--- src/rtl/vsc8541_smi_frame_engine.sv ---
// vsc8541_smi_frame_engine: Clause-22 MDIO frame engine driven by a clk-synchronous MDC
// Ports: clk, i_reset (async, active-high), i_mdc, i_start/i_rw/i_phyad/i_regad/i_wdata (request),
//        i_mdio_i/o_mdio_o/o_mdio_oe (pad), o_busy, o_done, o_rdata, o_rd_err.
// Optional: define VSC8541_SMI_RD_ERR_EN to sample TA bit 1 of reads and flag an absent PHY on o_rd_err.
module vsc8541_smi_frame_engine #(
  parameter int PREAMBLE_LEN = 32
) (
  input  logic        clk,
  input  logic        i_reset,
  input  logic        i_mdc,
  input  logic        i_start,
  input  logic        i_rw,
  input  logic [4:0]  i_phyad,
  input  logic [4:0]  i_regad,
  input  logic [15:0] i_wdata,
  input  logic        i_mdio_i,
  output logic        o_mdio_o,
  output logic        o_mdio_oe,
  output logic        o_busy,
  output logic        o_done,
  output logic [15:0] o_rdata,
  output logic        o_rd_err
);
  typedef enum logic [2:0] {S_IDLE, S_WAIT, S_PRE, S_HDR, S_TA, S_DATA, S_END} state_t;
  // Bit-index of the last bit of each section; the counter runs 0..PREAMBLE_LEN+31.
  localparam logic [5:0] PRE_LAST  = 6'(PREAMBLE_LEN - 1);
  localparam logic [5:0] HDR_LAST  = 6'(PREAMBLE_LEN + 13);
  localparam logic [5:0] TA_LAST   = 6'(PREAMBLE_LEN + 15);
  localparam logic [5:0] DATA_LAST = 6'(PREAMBLE_LEN + 31);
  state_t      state, nxt;
  logic        mdc_q, fall, rise, rd, last;
  logic [5:0]  cnt;
  logic [31:0] sr;
  logic [15:0] rsh;
  assign fall = mdc_q & ~i_mdc;
  assign rise = ~mdc_q & i_mdc;
  assign last = fall && state == S_DATA && cnt == DATA_LAST;
  always_ff @(posedge clk or posedge i_reset) begin
    if (i_reset) state <= S_IDLE;
    else state <= nxt;
  end
  always_comb begin
    nxt = state;
    case (state)
      S_IDLE:  nxt = i_start ? S_WAIT : S_IDLE;
      S_WAIT:  nxt = !fall ? S_WAIT : (PREAMBLE_LEN == 0 ? S_HDR : S_PRE);
      S_PRE:   nxt = fall && cnt == PRE_LAST ? S_HDR : S_PRE;
      S_HDR:   nxt = fall && cnt == HDR_LAST ? S_TA : S_HDR;
      S_TA:    nxt = fall && cnt == TA_LAST ? S_DATA : S_TA;
      S_DATA:  nxt = last ? S_END : S_DATA;
      default: nxt = S_IDLE;
    endcase
  end
  // The preamble is generated from state alone; sr holds ST..DATA and is shifted only
  // once the header starts, so sr[31] is always the bit currently on the wire.
  always_ff @(posedge clk or posedge i_reset) begin
    if (i_reset) begin
      mdc_q   <= 1'b0;
      cnt     <= '0;
      sr      <= '0;
      rd      <= 1'b0;
      rsh     <= '0;
      o_rdata <= '0;
    end else begin
      mdc_q <= i_mdc;
      if (state == S_IDLE && i_start) begin
        sr <= {2'b01, i_rw ? 2'b10 : 2'b01, i_phyad, i_regad, 2'b10, i_wdata};
        rd <= i_rw;
      end
      if (fall && state == S_WAIT) cnt <= '0;
      else if (fall && state inside {S_PRE, S_HDR, S_TA, S_DATA} && !last) cnt <= cnt + 6'd1;
      if (fall && state inside {S_HDR, S_TA, S_DATA}) sr <= {sr[30:0], 1'b0};
      if (rise && rd && state == S_DATA) rsh <= {rsh[14:0], i_mdio_i};
      if (last && rd) o_rdata <= rsh;
    end
  end
`ifdef VSC8541_SMI_RD_ERR_EN
  logic ta1;
  // A pulled-up TA bit 1 means no PHY answered the read.
  always_ff @(posedge clk or posedge i_reset) begin
    if (i_reset) begin
      ta1      <= 1'b0;
      o_rd_err <= 1'b0;
    end else begin
      if (state == S_IDLE && i_start) o_rd_err <= 1'b0;
      if (rise && state == S_TA && cnt == TA_LAST) ta1 <= i_mdio_i;
      if (last) o_rd_err <= rd & ta1;
    end
  end
`else
  assign o_rd_err = 1'b0;
`endif
  always_comb begin
    o_busy    = !(state inside {S_IDLE, S_END});
    o_done    = state == S_END;
    o_mdio_oe = state inside {S_PRE, S_HDR} || (state inside {S_TA, S_DATA} && !rd);
    o_mdio_o  = o_mdio_oe && state != S_PRE ? sr[31] : 1'b1;
  end
endmodule

--- config.mk ---
export PLATFORM = sky130hd
export DESIGN_NAME = vsc8541_smi_frame_engine
export DESIGN_NICKNAME = d
export VERILOG_FILES = /design/src/rtl/vsc8541_smi_frame_engine.sv
export SDC_FILE = /design/constraint.sdc
export NUM_CORES = 1
export LEC_CHECK = 0
export ABC_AREA = 1
export CAP_MARGIN = 25
export CORE_MARGIN = 3
export CORE_UTILIZATION = 50
export DETAILED_ROUTE_END_ITERATION = 8
export GPL_TIMING_DRIVEN = 0
export PLACE_DENSITY = 0.71
export SYNTH_ARGS = -nofsm -noshare
export SYNTH_HDL_FRONTEND = slang
export SYNTH_SLANG_ARGS = --single-unit
--- constraint.sdc ---
create_clock -name clk -period 2.98 [get_ports clk]
set_clock_uncertainty 0.2 [all_clocks]
set_input_delay 0.745 -clock clk [delete_from_list [all_inputs] [get_ports clk]]
set_output_delay 0.745 -clock clk [all_outputs]
set_load 0.02 [all_outputs]
# == After elaboration in Yosys (flattened, before gate mapping) ==
# Index checks and enable logic that the tools add are counted.
# Widths: inputs -> output; s select.
# word_totals
ff_bits,75
latch_bits,0
ram_bits,0
rom_bits,0
inputBits,32
out_inout_bits,21
word_cells,63
mem_count,0
# op_classes
addsub,1
mul,0
n_div,0
n_lt_le_gt_ge,0
n_eq_ne,11
shift,0
muxes,13
bitwise_logic,4
reduce_logical,27
# op_table
cell,n
$mux 32,2
$eq 6x6->1 const B,3
$pmux 3 s6,1
$logic_and 1x1->1,15
$mux 6,2
$reduce_bool 2->1,5
$eq 3x3->1 const B,3
$add 6x1->6 const B,1
$eq 3x2->1 const B,2
$eq 6x5->1 const B,1
$mux 2,3
$mux 1,4
$reduce_bool 4->1,1
$eq 3x1->1 const B,1
$logic_not 1->1,3
$logic_not 3->1,1
$mux 3,1
$ne 3x2->1 const B,1
$reduce_bool 3->1,1
$and 1x1->1,2
$not 1->1,2
$logic_or 1x1->1,1

# == Depth between registers and ports, before layout ==
# Gate-level depths: netlist (run 1).
# depth
word_depth,8
mapped_depth,10

# == Least setup slack after synthesis (run 1) ==
# No wires, ideal clock.
# synth_path
kind,register -> output
startpoint,register state[1]
endpoint,output port o_mdio_o
arrival_ns,1.466
required_ns,2.035
slack_ns,0.569
path_stages_with_launch,5
n_path_buf,0
cell_sequence,dfrtp_1 -> inv_2 -> nand2_2 -> o21ai_0 -> nand3b_1
# synth_via
elab_chain_len,6
# synth_rtl
item,line_no,source
from (decl),30,"state_t state, nxt;"
from (signal assigned),40,else state <= nxt;
$eq 3x3->1,96,"o_mdio_oe = state inside {S_PRE, S_HDR} || (state inside {S_TA, S_DATA} && !rd);"
$reduce_bool 2->1,96,
$logic_and 1x1->1,96,
$logic_or 1x1->1 (*),96,
named net o_mdio_oe,18,"output logic o_mdio_oe,"
$logic_and 1x1->1 (*),97,o_mdio_o = o_mdio_oe && state != S_PRE ? sr[31] : 1'b1;
$mux 1 (*),97,
to (decl),17,"output logic o_mdio_o,"
# The timed path passes the listed nets; every way through them passes the cells marked *.

# == Worst setup path in the final report (run 1) ==
# layout_path
startpoint,register state[2]
endpoint,output port o_busy
# layout_via
elab_chain_len,3
# layout_rtl
item,line_no,source
$eq 3x3->1 / $logic_not 3->1 (equally long branches),94,"o_busy = !(state inside {S_IDLE, S_END});"
$reduce_bool 2->1 (*),94,
$logic_not 1->1 (*),94,
to (decl),19,"output logic o_busy,"
# Every way passes the cells marked *; elsewhere a longest branch is shown, timed or not.

==> results of run 1 <==
worst paths after layout:
kind | from | to | slack [ns] | cells after the start
min reg2reg | sr[9] | sr[9] | 0.28 | 2
max reg2reg | cnt[0] | o_rdata[1] | 1.05 | 7
max in group asynchronous | i_reset | sr[20] | 1.55 | 3
min in group asynchronous | i_reset | rsh[11] | 0.49 | 2
max | state[2] | o_busy | 0.28 | 4
min | sr[9] | sr[9] | 0.28 | 2
worst min-delay path: stages, from the launching register on:
cell	delay [ns]
dfrtp_1	0.35
nand2_1	0.05
nand2_1	0.04
Yosys cell counts (all sizes together):
library cell,count
o22ai,1
nand3b,1
nor3,1
a21oi,10
nor2,33
inv,55
clkbuf,2
nand3,42
o21ai,34
xor2,1
ha,2
nand4,5
nand2,179
dfrtp,75
conb,1
buf,17
placed cells by master, fill, tap and decap left out, drive strengths merged, types with 2 or more instances in the layout:
cell type,instances
o21ai,34
clkbuf,13
buf,18
nor2,33
ha,2
inv,55
clkdlybuf4s50,49
nand3,42
clkinvlp,2
a21oi,10
dfrtp,75
nand4,5
nand2,179
dlymetal6s2s,2
what timing repair did:
item / CTS / global route
hold buffers: 0 / 0
gates resized for setup: 0 / 2
setup endpoints to repair: 0 / 2
flip-flops by register name, indices dropped and copies added (netlist names):
signal	count
rsh	16
rd	1
o_rdata	16
state	3
mdc_q	1
sr	32
cnt	6
stage by stage:
stage / hold WS (ns) / area (µm²) / utilization
6_report: 0.2764 / 4434 / 0.6455
3_3_place_gp: 0.2562 / 4198 / 0.6111
4_1_cts: 0.2789 / 4429 / 0.6448
2_1_floorplan: 0.2367 / 3567 / -
3_5_place_dp: 0.2588 / 4228 / 0.6155
5_1_grt: 0.3039 / 4434 / 0.6455
per-layer routing:
layer  GRT usage  wire [µm]  vias to the layer above  part of all wire
met5           0          0                        -                 0
met3     0.04750        316                        9             0.042
met2      0.3243       3593                       56              0.47
li1            -          -                     1544                 -
met4     0.07526        110                        0             0.014
met1      0.2732       3569                     1367              0.47
power groups by stage:
stage	clock network, mW	logic (mW)	registers (mW)
CTS	0.813	0.301	1.21
global placement	0	0.283	1.23
floorplan	0	0.205	1.21
finish	0.794	0.295	1.21
global route	0.861	0.350	1.23
detailed placement	0	0.298	1.23
cell families after synthesis:
family | Yosys count | synth area share
simple gates | 261 | 0.3076
flops | 75 | 0.5261
buf+inv | 74 | 0.09120
compound gates | 45 | 0.06454
fa+ha+maj | 2 | 0.007014
xor+xnor | 1 | 0.002456
other cells | 1 | 0.001051
final cells by class:
cell class,instances,area [µm²],share of cell area
Sequential cell,75,1877,0.4233
Clock inverter,4,50.05,0.01129
Tap cell,96,120.1,0.02709
Clock buffer,11,151.4,0.03414
Buffer,19,116.4,0.02624
Multi-Input combinational cell,310,1365,0.3078
Inverter,55,211.5,0.04769
Timing Repair Buffer,52,543.0,0.1225
==> out/metrics.yaml, run 1 <==
grt:
  grt_usage: 0.2042
  antenna_found_initial: 0
  grt_max_degree: 60
  grt_pass1_vias: 3054
  grt_pass1_wl_mm: 13.82
  grt-ovfl-total: 0
worst_setup_path:
  crit_path_max_incr_delay_ns: 0.61
  cp_num_buf_inv: 2
  path_delay_family: "buffers and inverters"
  start_kind: "register"
  slowest_stage: "clkdlybuf4s50_1"
  crit_chain: "inv_1, nand2_1, nand3_1, clkdlybuf4s50_1"
  crit_fanout: 6
  critPathKind: "reg -> out"
  end_kind: "output port"
  arrival_ns: 1.76
  required_ns: 2.04
routing:
  dr.pass1.iters: 4
  routed-via-count: 2976
  drc: 0
  drt-initial-drc-count: 158
  vias_per_cell: 4.785
  detail-route-antenna-nets: 0
  wirelength_mm: 7.590
  wl_per_cell_um: 12.20
timing:
  finalHoldViolations: 0
  fin_crit_ns: 2.704
  max_freq_mhz: 369.9
  rsz0062_at_grt: "no"
  maxSlewViolCount: 0
  final-setup-viol-count: 0
  fin_setup_tns_ns: 0
  setup_ws_ns: 0.2763
  finalCritPeriodShare: 0.9073
status:
  outcome: "finished, final reports clean"
final_layout:
  fillers: 613
  n_antenna_cell: 0
  layout-drive-gt1-share: 0.09696
  stdcell_count: 622
  area_growth_pct: 24.31
  fin_nets: 556
power:
  power_density_nw_per_um2: 519.2
  fin_total_pwr_mw: 2.302
  pwr-share-seq: 0.527
  power.leakage_nw: 2.373
  combPwrFrac: 0.128
  swShare: 0.2686
  switchingPower_mw: 0.6183
  ir_drop_uv: 410.7
  p_clk_frac: 0.345
  p_int_mw: 1.684
placement:
  placed_cells: 607
  io_buffers: 51
  dpl_worst_slack_ns: 0.4061
  dpl.hpwl_mm: 5.223
  gp_congestion: 0.9020
clocking:
  cts_tree: "built"
  htree_num_levels: 3
  cts.sinks: 75
  clk_pin_slew_ns: 0.07
  cts-root-buf: "clkbuf_8"
  postCtsSetupBuffers: 0
  cts_buffers: 9
  clock_latency_ns: 0.34
  clk_path_buf_depth: 2
yosys:
  synth_seq_cells: 75
  syn-num-nets: 493
  synth_largest_area_cell: "dfrtp_1"
  synth-seq-area-share: 0.5261
  synth_top_area_share: 0.5261
  syn_inst: 459
  synth.distinct_cells: 27
  syn_avg_cell_area_um2: 7.772
  yosysWarnings: 0
  syn_area_um2: 3567
  ys_top_cells_by_area: "dfrtp_1 53%, nand2_1 18%, nand3_1 5.8%"
floorplan:
  initial_core_util: 0.5193
  io_pins: 53
  die_area_um2: 8184
  die_height_um: 90.47
  rows: 30
  coreArea_um2: 6869
  dieWidth_um: 90.47
run:
  cap_violations: 0
min_path:
  min-delay-path-class: "reg -> reg"
Note: power is estimated with default switching activity, not from simulation.
==> run 2: changes to the inputs <==
--- a/config.mk
+++ b/config.mk
@@ -6,11 +6,12 @@
 export NUM_CORES = 1
 export LEC_CHECK = 0
 export ABC_AREA = 1
-export CAP_MARGIN = 25
+export CAP_MARGIN = 0
 export CORE_MARGIN = 3
 export CORE_UTILIZATION = 50
 export DETAILED_ROUTE_END_ITERATION = 8
 export GPL_TIMING_DRIVEN = 0
+export HOLD_SLACK_MARGIN = 0.02
 export PLACE_DENSITY = 0.71
 export SYNTH_ARGS = -nofsm -noshare
 export SYNTH_HDL_FRONTEND = slang
==> results of run 2 <==
Same layout as run 1: the final DEF is identical, and so are final timing and power.
